### config.mk
export PLATFORM = sky130hd
export DESIGN_NAME = ch_aline_reader
export DESIGN_NICKNAME = d
export VERILOG_FILES = /design/src/rtl/ch_aline_pkg.sv /design/src/rtl/ch_aline_out_reg.sv /design/src/rtl/ch_aline_reader.sv
export SDC_FILE = /design/constraint.sdc
export NUM_CORES = 1
export LEC_CHECK = 0
export ABC_AREA = 0
export BUFFER_PORTS_ARGS = -buffer_cell sky130_fd_sc_hd__buf_2
export CAP_MARGIN = 30
export CORE_ASPECT_RATIO = 1.1
export CORE_MARGIN = 2
export CORE_UTILIZATION = 49
export DETAILED_ROUTE_END_ITERATION = 8
export GPL_TIMING_DRIVEN = 0
export PLACE_DENSITY = 0.78
export SKIP_LAST_GASP = 1
export SLEW_MARGIN = 0
export SYNTH_ARGS = -nofsm -noshare
export SYNTH_HDL_FRONTEND = slang
export SYNTH_SLANG_ARGS = --single-unit
### constraint.sdc
create_clock -name clk -period 2 [get_ports clk]
set_input_delay 0.2 -clock clk [delete_from_list [all_inputs] [get_ports clk]]
set_output_delay 0.2 -clock clk [all_outputs]
set_load 0.02 [all_outputs]
### src/rtl/ch_aline_pkg.sv
// Shared definitions for the A-line buffer and its readers: buffer geometry
// and the read-engine FSM state encoding.
package ch_aline_pkg;

  localparam int ALINE_ADDR_W = 5;   // buffer depth = 2**ALINE_ADDR_W
  localparam int ALINE_DATA_W = 8;   // sample width
  localparam int ALINE_LEN_W  = 6;   // length field, wide enough for a full buffer

  typedef enum logic [1:0] {
    IDLE  = 2'd0,
    FETCH = 2'd1,
    DRAIN = 2'd2
  } aline_state_e;

endpackage

### src/rtl/ch_aline_out_reg.sv
// Valid/ready output register for the A-line reader. Holds data and last
// steady while the consumer stalls; reports when it can take a new beat and
// when the current beat is being accepted.
module ch_aline_out_reg #(
  parameter int DATA_W = 8
) (
  input  logic              clk,
  input  logic              rst,
  input  logic              load_i,
  input  logic              clear_i,
  input  logic [DATA_W-1:0] data_i,
  input  logic              last_i,
  input  logic              ready_i,
  output logic [DATA_W-1:0] data_o,
  output logic              valid_o,
  output logic              last_o,
  output logic              can_load_o,
  output logic              hshake_o
);

  logic [DATA_W-1:0] data_q, data_d;
  logic              valid_q, valid_d;
  logic              last_q, last_d;

  assign can_load_o = !valid_q || ready_i;
  assign hshake_o   = valid_q && ready_i;
  assign data_o     = data_q;
  assign valid_o    = valid_q;
  assign last_o     = last_q;

  // Next-state: a load replaces the beat, a clear retires it, otherwise hold.
  always_comb begin
    data_d  = data_q;
    valid_d = valid_q;
    last_d  = last_q;
    if (load_i) begin
      data_d  = data_i;
      valid_d = 1'b1;
      last_d  = last_i;
    end else if (clear_i) begin
      valid_d = 1'b0;
      last_d  = 1'b0;
    end
  end

  // Output beat register.
  always_ff @(posedge clk) begin
    if (rst) begin
      data_q  <= '0;
      valid_q <= 1'b0;
      last_q  <= 1'b0;
    end else begin
      data_q  <= data_d;
      valid_q <= valid_d;
      last_q  <= last_d;
    end
  end

endmodule

### src/rtl/ch_aline_reader.sv
// Read-side engine for the A-line LUT-RAM buffer: walks the buffer from a
// base address for a programmed length and streams the samples on a
// valid/ready interface with a last flag.
// Optional build macro CH_ALINE_CHECKSUM_EN appends a modulo-2**DATA_W sum
// of the streamed samples as one extra beat carrying m_last.
module ch_aline_reader
  import ch_aline_pkg::*;
#(
  parameter int ADDR_W = ALINE_ADDR_W,
  parameter int DATA_W = ALINE_DATA_W,
  parameter int LEN_W  = ALINE_LEN_W
) (
  input  logic              clk,
  input  logic              rst,
  input  logic              start,
  input  logic [ADDR_W-1:0] base_addr,
  input  logic [LEN_W-1:0]  length,
  output logic [ADDR_W-1:0] ram_addr,
  input  logic [DATA_W-1:0] ram_data,
  output logic              busy,
  output logic [DATA_W-1:0] m_data,
  output logic              m_valid,
  input  logic              m_ready,
  output logic              m_last,
  output logic              done
);

  localparam int DEPTH = 2 ** ADDR_W;

  // Requests longer than the buffer read it exactly once round.
  function automatic logic [LEN_W-1:0] sat_len(input logic [LEN_W-1:0] len);
    if (len > LEN_W'(DEPTH)) return LEN_W'(DEPTH);
    return len;
  endfunction

  aline_state_e      state_q, state_d;
  logic [ADDR_W-1:0] addr_q, addr_d;
  logic [LEN_W-1:0]  rem_q, rem_d;
  logic              busy_q, busy_d;
  logic              done_q, done_d;
  logic [LEN_W-1:0]  len_sat;

  logic              ld;
  logic              clr;
  logic [DATA_W-1:0] ld_data;
  logic              ld_last;
  logic              can_load;
  logic              hshake;

`ifdef CH_ALINE_CHECKSUM_EN
  logic [DATA_W-1:0] sum_q, sum_d;
`endif

  assign len_sat  = sat_len(length);
  assign ram_addr = addr_q;
  assign busy     = busy_q;
  assign done     = done_q;

  // FSM next-state, address/length counters and output-register control.
  always_comb begin
    state_d = state_q;
    addr_d  = addr_q;
    rem_d   = rem_q;
    busy_d  = busy_q;
    done_d  = 1'b0;
    ld      = 1'b0;
    clr     = 1'b0;
    ld_data = ram_data;
    ld_last = 1'b0;
`ifdef CH_ALINE_CHECKSUM_EN
    sum_d   = sum_q;
`endif
    case (state_q)
      IDLE: begin
        if (start) begin
`ifdef CH_ALINE_CHECKSUM_EN
          sum_d = '0;
`endif
          if (len_sat != '0) begin
            addr_d  = base_addr;
            rem_d   = len_sat;
            busy_d  = 1'b1;
            state_d = FETCH;
          end else begin
            done_d = 1'b1;
          end
        end
      end
      FETCH: begin
        if (can_load) begin
          ld = 1'b1;
`ifdef CH_ALINE_CHECKSUM_EN
          // rem_q reaching zero inside FETCH marks the checksum beat.
          if (rem_q == '0) begin
            ld_data = sum_q;
            ld_last = 1'b1;
            state_d = DRAIN;
          end else begin
            sum_d  = sum_q + ram_data;
            addr_d = addr_q + ADDR_W'(1);
            rem_d  = rem_q - LEN_W'(1);
          end
`else
          ld_last = (rem_q == LEN_W'(1));
          addr_d  = addr_q + ADDR_W'(1);
          rem_d   = rem_q - LEN_W'(1);
          if (rem_q == LEN_W'(1)) state_d = DRAIN;
`endif
        end
      end
      DRAIN: begin
        if (hshake && m_last) begin
          clr     = 1'b1;
          busy_d  = 1'b0;
          done_d  = 1'b1;
          state_d = IDLE;
        end
      end
      default: state_d = IDLE;
    endcase
  end

  // Control and counter registers.
  always_ff @(posedge clk) begin
    if (rst) begin
      state_q <= IDLE;
      addr_q  <= '0;
      rem_q   <= '0;
      busy_q  <= 1'b0;
      done_q  <= 1'b0;
    end else begin
      state_q <= state_d;
      addr_q  <= addr_d;
      rem_q   <= rem_d;
      busy_q  <= busy_d;
      done_q  <= done_d;
    end
  end

`ifdef CH_ALINE_CHECKSUM_EN
  // Running checksum of the samples streamed in the current readout.
  always_ff @(posedge clk) begin
    if (rst) sum_q <= '0;
    else     sum_q <= sum_d;
  end
`endif

  ch_aline_out_reg #(
    .DATA_W(DATA_W)
  ) u_out_reg (
    .clk       (clk),
    .rst       (rst),
    .load_i    (ld),
    .clear_i   (clr),
    .data_i    (ld_data),
    .last_i    (ld_last),
    .ready_i   (m_ready),
    .data_o    (m_data),
    .valid_o   (m_valid),
    .last_o    (m_last),
    .can_load_o(can_load),
    .hshake_o  (hshake)
  );

endmodule

==> flow_summary.toml <==
[run_status]
status = "finished clean"

[synthesis]
postSynthAreaPerCell_um2 = 8.108
ys.flop_type = "dfxtp_1"
syn_nets = 176
netlist_instances = 150
synth_edf_count = 0
synth_area_mm2 = 0.001216
synth.area.top_cells = "dfxtp_1 (41%), a21oi_1 (9.5%), nand2_1 (5.6%)"
async_flop_share_pct = 0
synth_warnings = 0
synth_area_leader_cell = "dfxtp_1"
yosysSeqAreaShare_pct = 41.15
synth.distinct_cells = 37
synth_top_area_share_pct = 41.15
ys_seq_elements = 25

[clock_network]
postCtsSetupBuffers = 0
tritoncts = "done"
clkSinkCount = 25
clock_latency_ps = 320
cts-root-buf = "clkbuf_4"
path_clk_slew_ps = 140
clockBufferDepth = 2
postCtsHoldBufs = 0
cts_buffers = 3
cts_resized = 0
cts_max_level = 1

[timing]
setup_violations = 0
worstMarginPinSlew_ps = 499.1
slew_violations = 0
hold_viol_final = 0
fmax_mhz = 602.0
tns_ps = 0
slew_headroom_pct = 66.66
finClkSkew_ps = 9.276
fin_crit_sh_pct = 83.05
grt_setup_unrepaired = "no"
timing.final.crit_period_ps = 1661

[setup_path]
worstReg2RegEnd = "rem_q[2]$_SDFFE_PP0P_"
max_stage_delay_ps = 490
reg2reg_depth = 4
rr_startpoint = "state_q[0]$_SDFFE_PP0P_"
cp_top_family = "compound AO/OA/AOI/OAI gates"
crit_path_start_kind = "flop"
critPathBufInv = 0
critical_path.max_fanout = 6
required_ps = 2230
critical-path-slowest-cell = "a21boi_1"
r2r_setup_slack_ps = 340
cp.arrival_ps = 1890
worst-setup-path-type = "flop to flop"
critical_path.cell_chain = "nor3b_1 > a21boi_1 > nor2_1 > a32o_1"
critPathCaptureType = "flop"

[die]
die_height_um = 56.25
design.die.area_mm2 = 0.002897
pin_count = 40
fp.coreArea_mm2 = 0.002297
initial_core_util_pct = 52.94
die_width_um = 51.50
fp-row-count = 18

[job]
cap_violations = 0

[finish]
final_area_mm2 = 0.001476
register_area_um2 = 500.5
num_antenna_cells = 0
instances_no_fill = 223
multi_input_area_um2 = 661.9
drive_gt1_share_pct = 26.94
nFillCells = 222
syn2layout_area_growth_pct = 21.40
fin_nets = 220

[hold_path]
holdPathEnd = "u_out_reg.data_o[7]$_SDFFE_PP0P_"
worstHoldPathCells = 3
min_path_type = "input port to flop"
min_from = "ram_data[7]"

[routing]
via_per_inst = 5.785
wl_per_cell_um = 13.31
final_antenna_net_count = 0
dr.first_iter.drc_count = 23
dr_total_vias = 1290
drtPass1Iterations = 4
wl_um = 2969
drc = 0

[global_route]
grt_pass1_wl_um = 5009
grt_start_max_net_pins = 15
antenna_found_initial = 0
grt_overflow_total = 0
track_usage_pct = 22.16
grt_pass1_vias = 1207

[placement]
placed_area_mm2 = 0.001449
dp_cells = 219
port_buffers = 39
finalWeightedCongestion = 0.9389
hpwlAfterDp_um = 2259

[pwr]
ir_drop_mv = 0.6084
p_per_area_mw_per_mm2 = 762.2
cellLeakagePower_uw = 0.0006279
-- cell type report --
cell class	count	area share, %
multi-input combinational	112	44.83
sequential	25	33.90
timing repair buffer	39	13.22
tap	30	2.542
buffer	7	2.119
clock buffer	3	1.525
inverter	6	1.525
clock inverter	1	0.3390
-- kinds of logic after synthesis --
| logic type | count (synthesis) | share of synthesized area [%] |
|---|---|---|
| AND/OR/NAND/NOR | 59 | 25.72 |
| AO/OA/AOI/OAI | 49 | 24.69 |
| flip-flops | 25 | 41.15 |
| buffers and inverters | 13 | 4.424 |
| adder cells (fa/ha/maj) | 3 | 3.087 |
| multiplexers | 1 | 0.9259 |
-- cell usage in the layout, fill, tap and decap left out, types with 2 or more instances in the layout --
| master | netlist | layout |
|---|---|---|
| or4_1 | 2 | 2 |
| o22ai_1 | 4 | 4 |
| nor4_1 | 2 | 2 |
| ha_1 | 3 | 3 |
| nor2_1 | 10 | 10 |
| a21o_1 | 2 | 2 |
| o21ai_0 | 8 | 8 |
| a21oi_1 | 23 | 23 |
| nor3_1 | 6 | 6 |
| dfxtp_1 | 25 | 25 |
| nand3b_1 | 3 | 3 |
| clkbuf_1 | 3 | 3 |
| nand4_1 | 2 | 2 |
| nor3b_1 | 2 | 2 |
| clkbuf_4 | 0 | 3 |
| a32o_1 | 2 | 2 |
| nor2b_1 | 2 | 2 |
| nand3_1 | 5 | 5 |
| inv_1 | 6 | 6 |
| buf_2 | 4 | 43 |
| nand2_1 | 18 | 18 |
| nand2b_1 | 2 | 2 |
-- sequential cells by signal (all words and copies together), names as in the netlist --
name	cells
rem_q	6
state_q	2
ram_addr	5
busy	1
u_out_reg.data_o	8
done	1
u_out_reg.valid_o	1
u_out_reg.last_o	1
-- per-stage QoR --
stage                     power, uW  util [%]  setup slack, ps  hold slack [ps]
after global routing           1192     64.27            162.6            92.16
after global placement        899.5     63.07            379.6            439.5
final                          1125     64.27            338.9            98.32
after floorplan               808.1         -            481.2            336.0
after CTS                      1130     64.27            336.1            99.54
after detailed placement      915.4     63.07            320.5            446.1
-- metal layers --
metal,up-vias,part of all wire [%],track usage [%]
met5,-,0,0
met4,0,0.47,4.511
met3,3,6.1,3.191
met2,51,50,40.84
met1,604,43,26.68
li1,632,-,-
-- Yosys cell counts, types with 2 or more instances --
| library cell | count |
|---|---|
| a21o_1 | 2 |
| a21oi_1 | 23 |
| a32o_1 | 2 |
| buf_2 | 4 |
| clkbuf_1 | 3 |
| dfxtp_1 | 25 |
| ha_1 | 3 |
| inv_1 | 6 |
| nand2_1 | 18 |
| nand2b_1 | 2 |
| nand3_1 | 5 |
| nand3b_1 | 3 |
| nand4_1 | 2 |
| nor2_1 | 10 |
| nor2b_1 | 2 |
| nor3_1 | 6 |
| nor3b_1 | 2 |
| nor4_1 | 2 |
| o21ai_0 | 8 |
| o22ai_1 | 4 |
| or4_1 | 2 |
-- worst max path at each step --
stage	start	end	slack [ps]	cells past startpoint
after global placement	state_q[0]$_SDFFE_PP0P_	rem_q[2]$_SDFFE_PP0P_	380	4
after CTS	state_q[0]$_SDFFE_PP0P_	rem_q[2]$_SDFFE_PP0P_	340	4
after detailed placement	length[0]	rem_q[1]$_SDFFE_PP0P_	320	5
after global routing	state_q[0]$_SDFFE_PP0P_	rem_q[3]$_SDFFE_PP0P_	160	4
final	state_q[0]$_SDFFE_PP0P_	rem_q[2]$_SDFFE_PP0P_	340	4
after floorplan	u_out_reg.valid_o$_SDFFE_PP0P_	rem_q[3]$_SDFFE_PP0P_	480	4
-- report_power, final --
group | leakage [uW] | total [uW] | switching [uW] | internal [uW]
logic | 0.000405 | 320 | 192 | 128
clock network | 0.0000177 | 220 | 145 | 74.8
registers | 0.000205 | 585 | 40.7 | 545
total | 0.000628 | 1130 | 378 | 747
-- worst reg2reg max path, stage by stage (launching register included) --
cell      delay, ps
dfxtp_1         400
nor3b_1         280
a21boi_1        490
nor2_1          130
a32o_1          270
Note: power is estimated with default switching activity, not from simulation.
